===== src/rtl/latch_write_if.sv =====
// Handshake and latch-bank signals between clocked lab logic and the gated D latch write controller.
// The master side is the requester and the latch bank, and the slave side is the controller.
interface latch_write_if #(
    parameter int WIDTH = 8
);
    logic             in_valid;
    logic             in_ready;
    logic [WIDTH-1:0] in_data;
    logic [WIDTH-1:0] lat_d;
    logic             lat_g;
    logic [WIDTH-1:0] lat_q;
    logic             done;
    logic             err;
    logic             busy;
    logic [7:0]       err_cnt;

    modport master (
        output in_valid, in_data, lat_q,
        input  in_ready, lat_d, lat_g, done, err, busy, err_cnt
    );

    modport slave (
        input  in_valid, in_data, lat_q,
        output in_ready, lat_d, lat_g, done, err, busy, err_cnt
    );
endinterface


===== src/rtl/latch_write_ctrl.sv =====
// Write sequencer for an asynchronous gated D latch bank: setup, gate pulse, hold, then a
// synchronized Q readback compare. All latch drives come straight from flops, so they cannot glitch.
module latch_write_ctrl #(
    parameter int WIDTH     = 8,
    parameter int SETUP_CYC = 2,
    parameter int PULSE_CYC = 3,
    parameter int HOLD_CYC  = 2
) (
    input  logic          clk,
    input  logic          rst_n,
    latch_write_if.slave  bus
);
    typedef enum logic [2:0] {IDLE, SETUP, GATE, HOLD, CHECK} state_t;

    // CHECK always dwells 2 cycles, so the counter must reach at least 1.
    localparam int MAX_A   = (SETUP_CYC > PULSE_CYC) ? SETUP_CYC : PULSE_CYC;
    localparam int MAX_B   = (MAX_A > HOLD_CYC) ? MAX_A : HOLD_CYC;
    localparam int MAX_CYC = (MAX_B > 2) ? MAX_B : 2;
    localparam int CNT_W   = $clog2(MAX_CYC);

    state_t           state_q, state_d;
    logic [CNT_W-1:0] cnt_q, cnt_d;
    logic [WIDTH-1:0] lat_d_q, lat_d_d;
    logic [WIDTH-1:0] exp_q, exp_d;
    logic             lat_g_q, lat_g_d;
    logic             done_q, done_d;
    logic             err_q, err_d;
    logic [7:0]       err_cnt_q, err_cnt_d;
    logic [WIDTH-1:0] sync1_q, sync1_d;
    logic [WIDTH-1:0] sync2_q, sync2_d;
    logic             mismatch;

    assign mismatch = (sync2_q != exp_q);

    always_comb begin
        state_d   = state_q;
        cnt_d     = cnt_q;
        lat_d_d   = lat_d_q;
        exp_d     = exp_q;
        lat_g_d   = 1'b0;
        done_d    = 1'b0;
        err_d     = 1'b0;
        err_cnt_d = err_cnt_q;
        sync1_d   = bus.lat_q;
        sync2_d   = sync1_q;

        unique case (state_q)
            IDLE: begin
                if (bus.in_valid) begin
                    state_d = SETUP;
                    cnt_d   = CNT_W'(SETUP_CYC - 1);
                    lat_d_d = bus.in_data;
                    exp_d   = bus.in_data;
                end
            end
            SETUP: begin
                if (cnt_q == '0) begin
                    state_d = GATE;
                    cnt_d   = CNT_W'(PULSE_CYC - 1);
                    lat_g_d = 1'b1;
                end else begin
                    cnt_d = cnt_q - CNT_W'(1);
                end
            end
            GATE: begin
                if (cnt_q == '0) begin
                    state_d = HOLD;
                    cnt_d   = CNT_W'(HOLD_CYC - 1);
                end else begin
                    cnt_d   = cnt_q - CNT_W'(1);
                    lat_g_d = 1'b1;
                end
            end
            HOLD: begin
                if (cnt_q == '0) begin
                    state_d = CHECK;
                    cnt_d   = CNT_W'(1);
                end else begin
                    cnt_d = cnt_q - CNT_W'(1);
                end
            end
            CHECK: begin
                // The synchronizer has been refilled since the gate closed; Q is now trustworthy.
                if (cnt_q == '0) begin
                    state_d = IDLE;
                    done_d  = 1'b1;
                    err_d   = mismatch;
                    if (mismatch && (err_cnt_q != 8'hFF)) begin
                        err_cnt_d = err_cnt_q + 8'd1;
                    end
                end else begin
                    cnt_d = cnt_q - CNT_W'(1);
                end
            end
            default: begin
                state_d = IDLE;
            end
        endcase
    end

    always_ff @(posedge clk or negedge rst_n) begin
        if (!rst_n) begin
            state_q   <= IDLE;
            cnt_q     <= '0;
            lat_d_q   <= '0;
            exp_q     <= '0;
            lat_g_q   <= 1'b0;
            done_q    <= 1'b0;
            err_q     <= 1'b0;
            err_cnt_q <= 8'd0;
            sync1_q   <= '0;
            sync2_q   <= '0;
        end else begin
            state_q   <= state_d;
            cnt_q     <= cnt_d;
            lat_d_q   <= lat_d_d;
            exp_q     <= exp_d;
            lat_g_q   <= lat_g_d;
            done_q    <= done_d;
            err_q     <= err_d;
            err_cnt_q <= err_cnt_d;
            sync1_q   <= sync1_d;
            sync2_q   <= sync2_d;
        end
    end

    assign bus.in_ready = (state_q == IDLE);
    assign bus.busy     = (state_q != IDLE);
    assign bus.lat_d    = lat_d_q;
    assign bus.lat_g    = lat_g_q;
    assign bus.done     = done_q;
    assign bus.err      = err_q;
    assign bus.err_cnt  = err_cnt_q;
endmodule

===== src/flat_wrapper.sv =====
// flat-port wrapper written by rule: the top's interface ports become plain ports
module latch_write_ctrl_flat 
#(
    parameter int WIDTH     = 8,
    parameter int SETUP_CYC = 2,
    parameter int PULSE_CYC = 3,
    parameter int HOLD_CYC  = 2
)
  (clk, rst_n, bus_in_valid, bus_in_data, bus_lat_q, bus_in_ready, bus_lat_d, bus_lat_g, bus_done, bus_err, bus_busy, bus_err_cnt);
  latch_write_if #(.WIDTH(WIDTH)) bus_i ();
  input  logic clk;
  input  logic rst_n;
  input wire logic [$bits(bus_i.in_valid)-1:0] bus_in_valid;
  input wire logic [$bits(bus_i.in_data)-1:0] bus_in_data;
  input wire logic [$bits(bus_i.lat_q)-1:0] bus_lat_q;
  output wire logic [$bits(bus_i.in_ready)-1:0] bus_in_ready;
  output wire logic [$bits(bus_i.lat_d)-1:0] bus_lat_d;
  output wire logic [$bits(bus_i.lat_g)-1:0] bus_lat_g;
  output wire logic [$bits(bus_i.done)-1:0] bus_done;
  output wire logic [$bits(bus_i.err)-1:0] bus_err;
  output wire logic [$bits(bus_i.busy)-1:0] bus_busy;
  output wire logic [$bits(bus_i.err_cnt)-1:0] bus_err_cnt;
  assign bus_i.in_valid = bus_in_valid;
  assign bus_i.in_data = bus_in_data;
  assign bus_i.lat_q = bus_lat_q;
  assign bus_in_ready = bus_i.in_ready;
  assign bus_lat_d = bus_i.lat_d;
  assign bus_lat_g = bus_i.lat_g;
  assign bus_done = bus_i.done;
  assign bus_err = bus_i.err;
  assign bus_busy = bus_i.busy;
  assign bus_err_cnt = bus_i.err_cnt;
  latch_write_ctrl #(.WIDTH(WIDTH), .SETUP_CYC(SETUP_CYC), .PULSE_CYC(PULSE_CYC), .HOLD_CYC(HOLD_CYC)) u_core (.clk(clk), .rst_n(rst_n), .bus(bus_i));
endmodule

===== config.mk =====
export PLATFORM = sky130hd
export DESIGN_NAME = latch_write_ctrl_flat
export DESIGN_NICKNAME = d
export VERILOG_FILES = /design/src/rtl/latch_write_if.sv /design/src/rtl/latch_write_ctrl.sv /design/src/flat_wrapper.sv
export SDC_FILE = /design/constraint.sdc
export NUM_CORES = 1
export LEC_CHECK = 0
export CORE_MARGIN = 1
export CORE_UTILIZATION = 45
export DETAILED_ROUTE_END_ITERATION = 10
export HOLD_SLACK_MARGIN = 0.12
export PLACE_DENSITY = 0.74
export SLEW_MARGIN = 20
export SYNTH_ARGS = -nofsm -noshare
export SYNTH_HDL_FRONTEND = slang
export SYNTH_SLANG_ARGS = --single-unit

===== constraint.sdc =====
create_clock -name clk -period 3.9 [get_ports clk]
set_input_delay 0.78 -clock clk [delete_from_list [all_inputs] [get_ports clk]]
set_output_delay 0.78 -clock clk [all_outputs]
set_load 0.03 [all_outputs]

# ---- After elaboration in Yosys (flattened, before gate mapping)
# Cells that the tools add are included.
dict set report op_classes {
  eq_ne 12
  n_reduce_logical 10
  muxes 17
  add_sub_neg 2
}
# cell count
set op_table {}
lappend op_table {{$mux W3} 5}
lappend op_table {{$pmux W3 S5} 1}
lappend op_table {{$add A8 B1 Y8 const B} 1}
lappend op_table {{$mux W2} 4}
lappend op_table {{$ne A2 B1 Y1 const B} 4}
lappend op_table {{$ne A8 B8 Y1} 1}
lappend op_table {{$ne A8 B8 Y1 const B} 1}
lappend op_table {{$pmux W2 S4} 1}
lappend op_table {{$eq A3 B2 Y1 const B} 2}
lappend op_table {{$reduce_and A3 Y1} 2}
lappend op_table {{$mux W1} 5}
lappend op_table {{$reduce_and A5 Y1} 1}
lappend op_table {{$ne A2 B2 Y1 const B} 2}
lappend op_table {{$reduce_bool A4 Y1} 1}
lappend op_table {{$eq A3 B1 Y1 const B} 1}
lappend op_table {{$eq A3 B3 Y1 const B} 1}
lappend op_table {{$logic_not A3 Y1} 1}
lappend op_table {{$reduce_bool A3 Y1} 1}
lappend op_table {{$logic_not A2 Y1} 1}
lappend op_table {{$pmux W1 S2} 1}
lappend op_table {{$reduce_and A2 Y1} 1}
lappend op_table {{$reduce_or A2 Y1} 1}
lappend op_table {{$sub A2 B1 Y2 const B} 1}
lappend op_table {{$logic_and A1 B1 Y1} 1}
dict set report word_totals {
  elab_cells 50
  reg_bits 40
}

# ---- Depth between registers and ports, before layout
dict set report depth {
  depth_word 4
  mapped_depth 7
  ltp_nobuf 7
}

# ---- Worst setup path before layout
# Ideal clock, no wire load.
dict set report synth_path {
  path_kind {reg2out}
  start {register u_core.state_q[0]}
  end {output bus_busy}
  slack_ns 1.944
  n_path_buf 0
  path_stages_with_launch 3
  arrival_ns 1.176
  cell_sequence {dfrtp_1 > nor3_2 > inv_1}
}
dict set report synth_between {
  elab_chain_len 1
}
# element line
set synth_rtl {}
lappend synth_rtl {{start, declared} latch_write_ctrl.sv:21} ;# state_t state_q, state_d;
lappend synth_rtl {{start signal, assigned} latch_write_ctrl.sv:114} ;# state_q <= state_d;
lappend synth_rtl {{$reduce_bool A3 Y1} latch_write_ctrl.sv:128} ;# assign bus.busy = (state_q != IDLE);
lappend synth_rtl {{end, declared} flat_wrapper.sv:21} ;# output wire logic [$bits(bus_i.busy)-1:0] bus_busy;
# Every way passes these cells.

# ---- Worst setup path in the final report
dict set report layout_path {
  start {register u_core.state_q[0]}
  end {output bus_in_ready}
}
dict set report layout_between {
  elab_chain_len 1
}
# element line
set layout_rtl {}
lappend layout_rtl {{$logic_not A3 Y1} latch_write_ctrl.sv:127} ;# assign bus.in_ready = (state_q == IDLE);
lappend layout_rtl {{end, declared} flat_wrapper.sv:16} ;# output wire logic [$bits(bus_i.in_ready)-1:0] bus_in_ready;
# Every way passes these cells.

==> metrics.md <==
| Metric | Value |
|---|---|
| Top-area cell type share of the netlist area | `around three fifths` |
| Synth top cells by count | `40 x dfrtp_1, 8 x mux2_2, 8 x xnor2_1` |
| Pwr dens | `712 nW/um2` |
| Area leader, netlist | `dfrtp_1` |
| Routed len/inst | `13.3 um` |
| Clock net sink count | `40` |
| Period Utilization, post-route | `68.1%` |
| Worst-Skew Late Latency | `340 ps` |
| Setup violators final | `0` |
| MaxCap Viol Count | `0` |
| Critical path launch point type | `register` |
| Synth top area cells | `dfrtp_1 61%, mux2_2 5.5%, xnor2_1 4.2%` |
| Cell variety after synth | `34` |
| Via count | `1,057` |
| H-Tree Depth | `2` |
| WP depth | `2` |
| Number of port buffers | `39` |
| Hold path start | `u_core.sync1_q[1]$_DFF_PN0_` |
| Top delay family on crit path | `buffers and inverters` |
| Asr flop ratio synth | `100%` |
| Clk Tree Root Cell | `clkbuf_4` |
| Sequential fraction of the synthesis area | `around three fifths` |
| Final hold slack | `roughly 360 ps` |
| Final WL | `roughly 2800 um` |
| Largest net degree at the start of global routing | `about 40` |
| Cells on worst reg2reg path | `7` |
| GP Congestion | `0.807` |
| First-pass GRT wire length | `4970 um` |
| Arrival @ worst endpoint | `1870 ps` |
| Slew @ Worst Pin | `841 ps` |
| EDFF count, synth | `0` |
| Critical-path cell list | `nor3_2 > clkdlybuf4s50_1` |
| Nets@finish | `190` |
| Worst R2R End | `u_core.bus.err_cnt[1]$_DFFE_PN0P_` |
| Max frequency | `0.377 GHz` |
| Clk_skew | `7.51 ps` |
| Gate Count Post-Synth | `125` |
| Number of global-route vias before repair | `1,051` |
| Fin. max-slew vios | `0` |
| WS Path Type | `register to primary output` |
| Crit path max fanout | `12` |
| Die height | `62.5 um` |
| Design Area, Final | `between 2000 and 2500 um2` |
| Hold depth | `0` |
| Post-DRT Antenna Nets | `0` |
| Data required time of the worst path | `3120 ps` |
| Worst-case clock buffer depth | `2` |
| CP startpoint | `u_core.state_q[0]$_DFFE_PN0P_` |
| Starting Density | `between 40% and 50%` |
| Routed vias/inst | `4.96` |
| CP max stage delay | `a little over 700 ps` |
| Finished Core Util | `63.4%` |
| Post-CTS Hold Buffers | `0` |
| Initial antenna violation count | `0` |
| Area grow syn2layout | `31.4%` |
| Core area | `3420 um2` |
| First-pass detailed-route iteration total | `4` |
| CTS tree | `built` |
| Antenna Cells | `0` |
| CTS buffer count | `5` |
| Seq cells post-synth | `40` |
| Post-DP Area | `2070 um2` |
| Chip width | `62.5 um` |
| Most common cell in the netlist | `dfrtp_1` |
| Crit. End Element | `primary output` |
| Syn_nets | `between 100 and 150` |
| Peak supply drop | `0.372 mV` |
| Reg-to-reg startpoint | `u_core.cnt_q[0]$_DFFE_PN0P_` |
| Worst hold path class | `register to register` |
| Post-CTS Setup Repair Bufs | `0` |
| GRT Total Usage | `around 17%` |
| Clk slew on worst S/H paths | `110 ps` |
| Buf/Inv on CP | `1` |
| Hold Fails Final Rpt | `0` |
| First DRT Iteration DRCs | `31` |
| Layout cells sized above 1 | `between 10% and 20%` |
| Dpl hpwl | `roughly 2100 um` |
| Syn avg cell area | `13.2 um2` |
| DR DRC count | `0` |
| Fin crit period | `2650 ps` |
| Setup TNS | `0 ps` |
| Congestion Overflow GR | `0` |
| Status | `finished clean` |
| Synth Cell Area | `around 1600 um2` |
| Top_reg_cell synth | `dfrtp_1` |
| Die footprint | `3910 um2` |
| Lkg Pwr | `0.000923 uW` |
| Yosys warns | `0` |
| R2R Setup Slk | `2140 ps` |
| # rows | `21` |
| Slowest-stage cell, CP | `clkdlybuf4s50_1` |
| Unrepaired setup endpoints after global routing | `false` |
| I/O pin total | `40` |
| Hold EP | `u_core.sync2_q[1]$_DFF_PN0_` |
| Rel. slew slack | `44.0%` |
| CTS resizes | `0` |
-- layout make-up --
type / count / area [um2]
clock buffer: 5 / 37.5
clock inverter: 2 / 60.1
fill: 271 / 1250
inverter: 5 / 18.8
multi-input combinational: 76 / 607
sequential: 40 / 1000
tap: 46 / 57.6
timing repair buffer: 39 / 385
-- metrics by stage --
step | power (uW) | std cells | setup slack (ps)
floorplan | 1020 | 125 | 1940
global placement | 1210 | 206 | 1680
detailed placement | 1230 | 206 | 1640
CTS | 1560 | 213 | 1230
global route | 1640 | 213 | 1140
finish | 1540 | 213 | 1250
-- how the worst max path moves through the flow --
stage	endpoint	slack, ps
4_1_cts	bus_in_ready	1230
5_1_grt	bus_in_ready	1140
2_1_floorplan	bus_busy	1940
6_report	bus_in_ready	1250
3_5_place_dp	bus_in_ready	1640
3_3_place_gp	bus_in_ready	1680
-- registers in the layout (all words and copies together) (netlist names), 2 cells and up --
| register | flops |
|---|---|
| u_core.sync2_q | 8 |
| u_core.bus.err_cnt | 8 |
| u_core.state_q | 3 |
| u_core.sync1_q | 8 |
| u_core.cnt_q | 2 |
| u_core.bus.lat_d | 8 |
-- routing by layer --
| layer | routed length (um) | track usage [%] | vias up |
|---|---|---|---|
| met4 | 27 | 6.10 | 0 |
| met3 | 170 | 6.93 | 4 |
| met5 | 0 | 0 | - |
| met2 | 1360 | 25.8 | 29 |
| li1 | - | - | 511 |
| met1 | 1280 | 21.4 | 513 |
-- cells in the final DEF (no fill, tap or decap), drive strengths merged, types with 4 or more instances in the layout --
| cell | count |
|---|---|
| dfrtp | 40 |
| nand2 | 5 |
| clkdlybuf4s50 | 38 |
| nand2b | 4 |
| mux2 | 12 |
| xnor2 | 8 |
| ha | 4 |
| xor2 | 6 |
| clkbuf | 5 |
| nor2 | 8 |
| nand4 | 4 |
| nor3 | 6 |
| inv | 5 |
-- cell families (layout without fill, tap and decap cells) --
group	count (synthesis)	in the layout	share of synthesized area, %
AO/OA/AOI/OAI	11	11	4.86
adder cells (fa/ha/maj)	4	4	3.04
buffers and inverters	9	51	2.50
AND/OR/NAND/NOR	35	35	13.0
XOR/XNOR	14	14	7.44
multiplexers	12	12	8.42
flip-flops	40	40	60.7
-- power by group --
group          switching [uW]  internal, uW
clock network             125           196
registers                 110           506
logic                     310           295
Note: power is estimated with default switching activity, not from simulation.
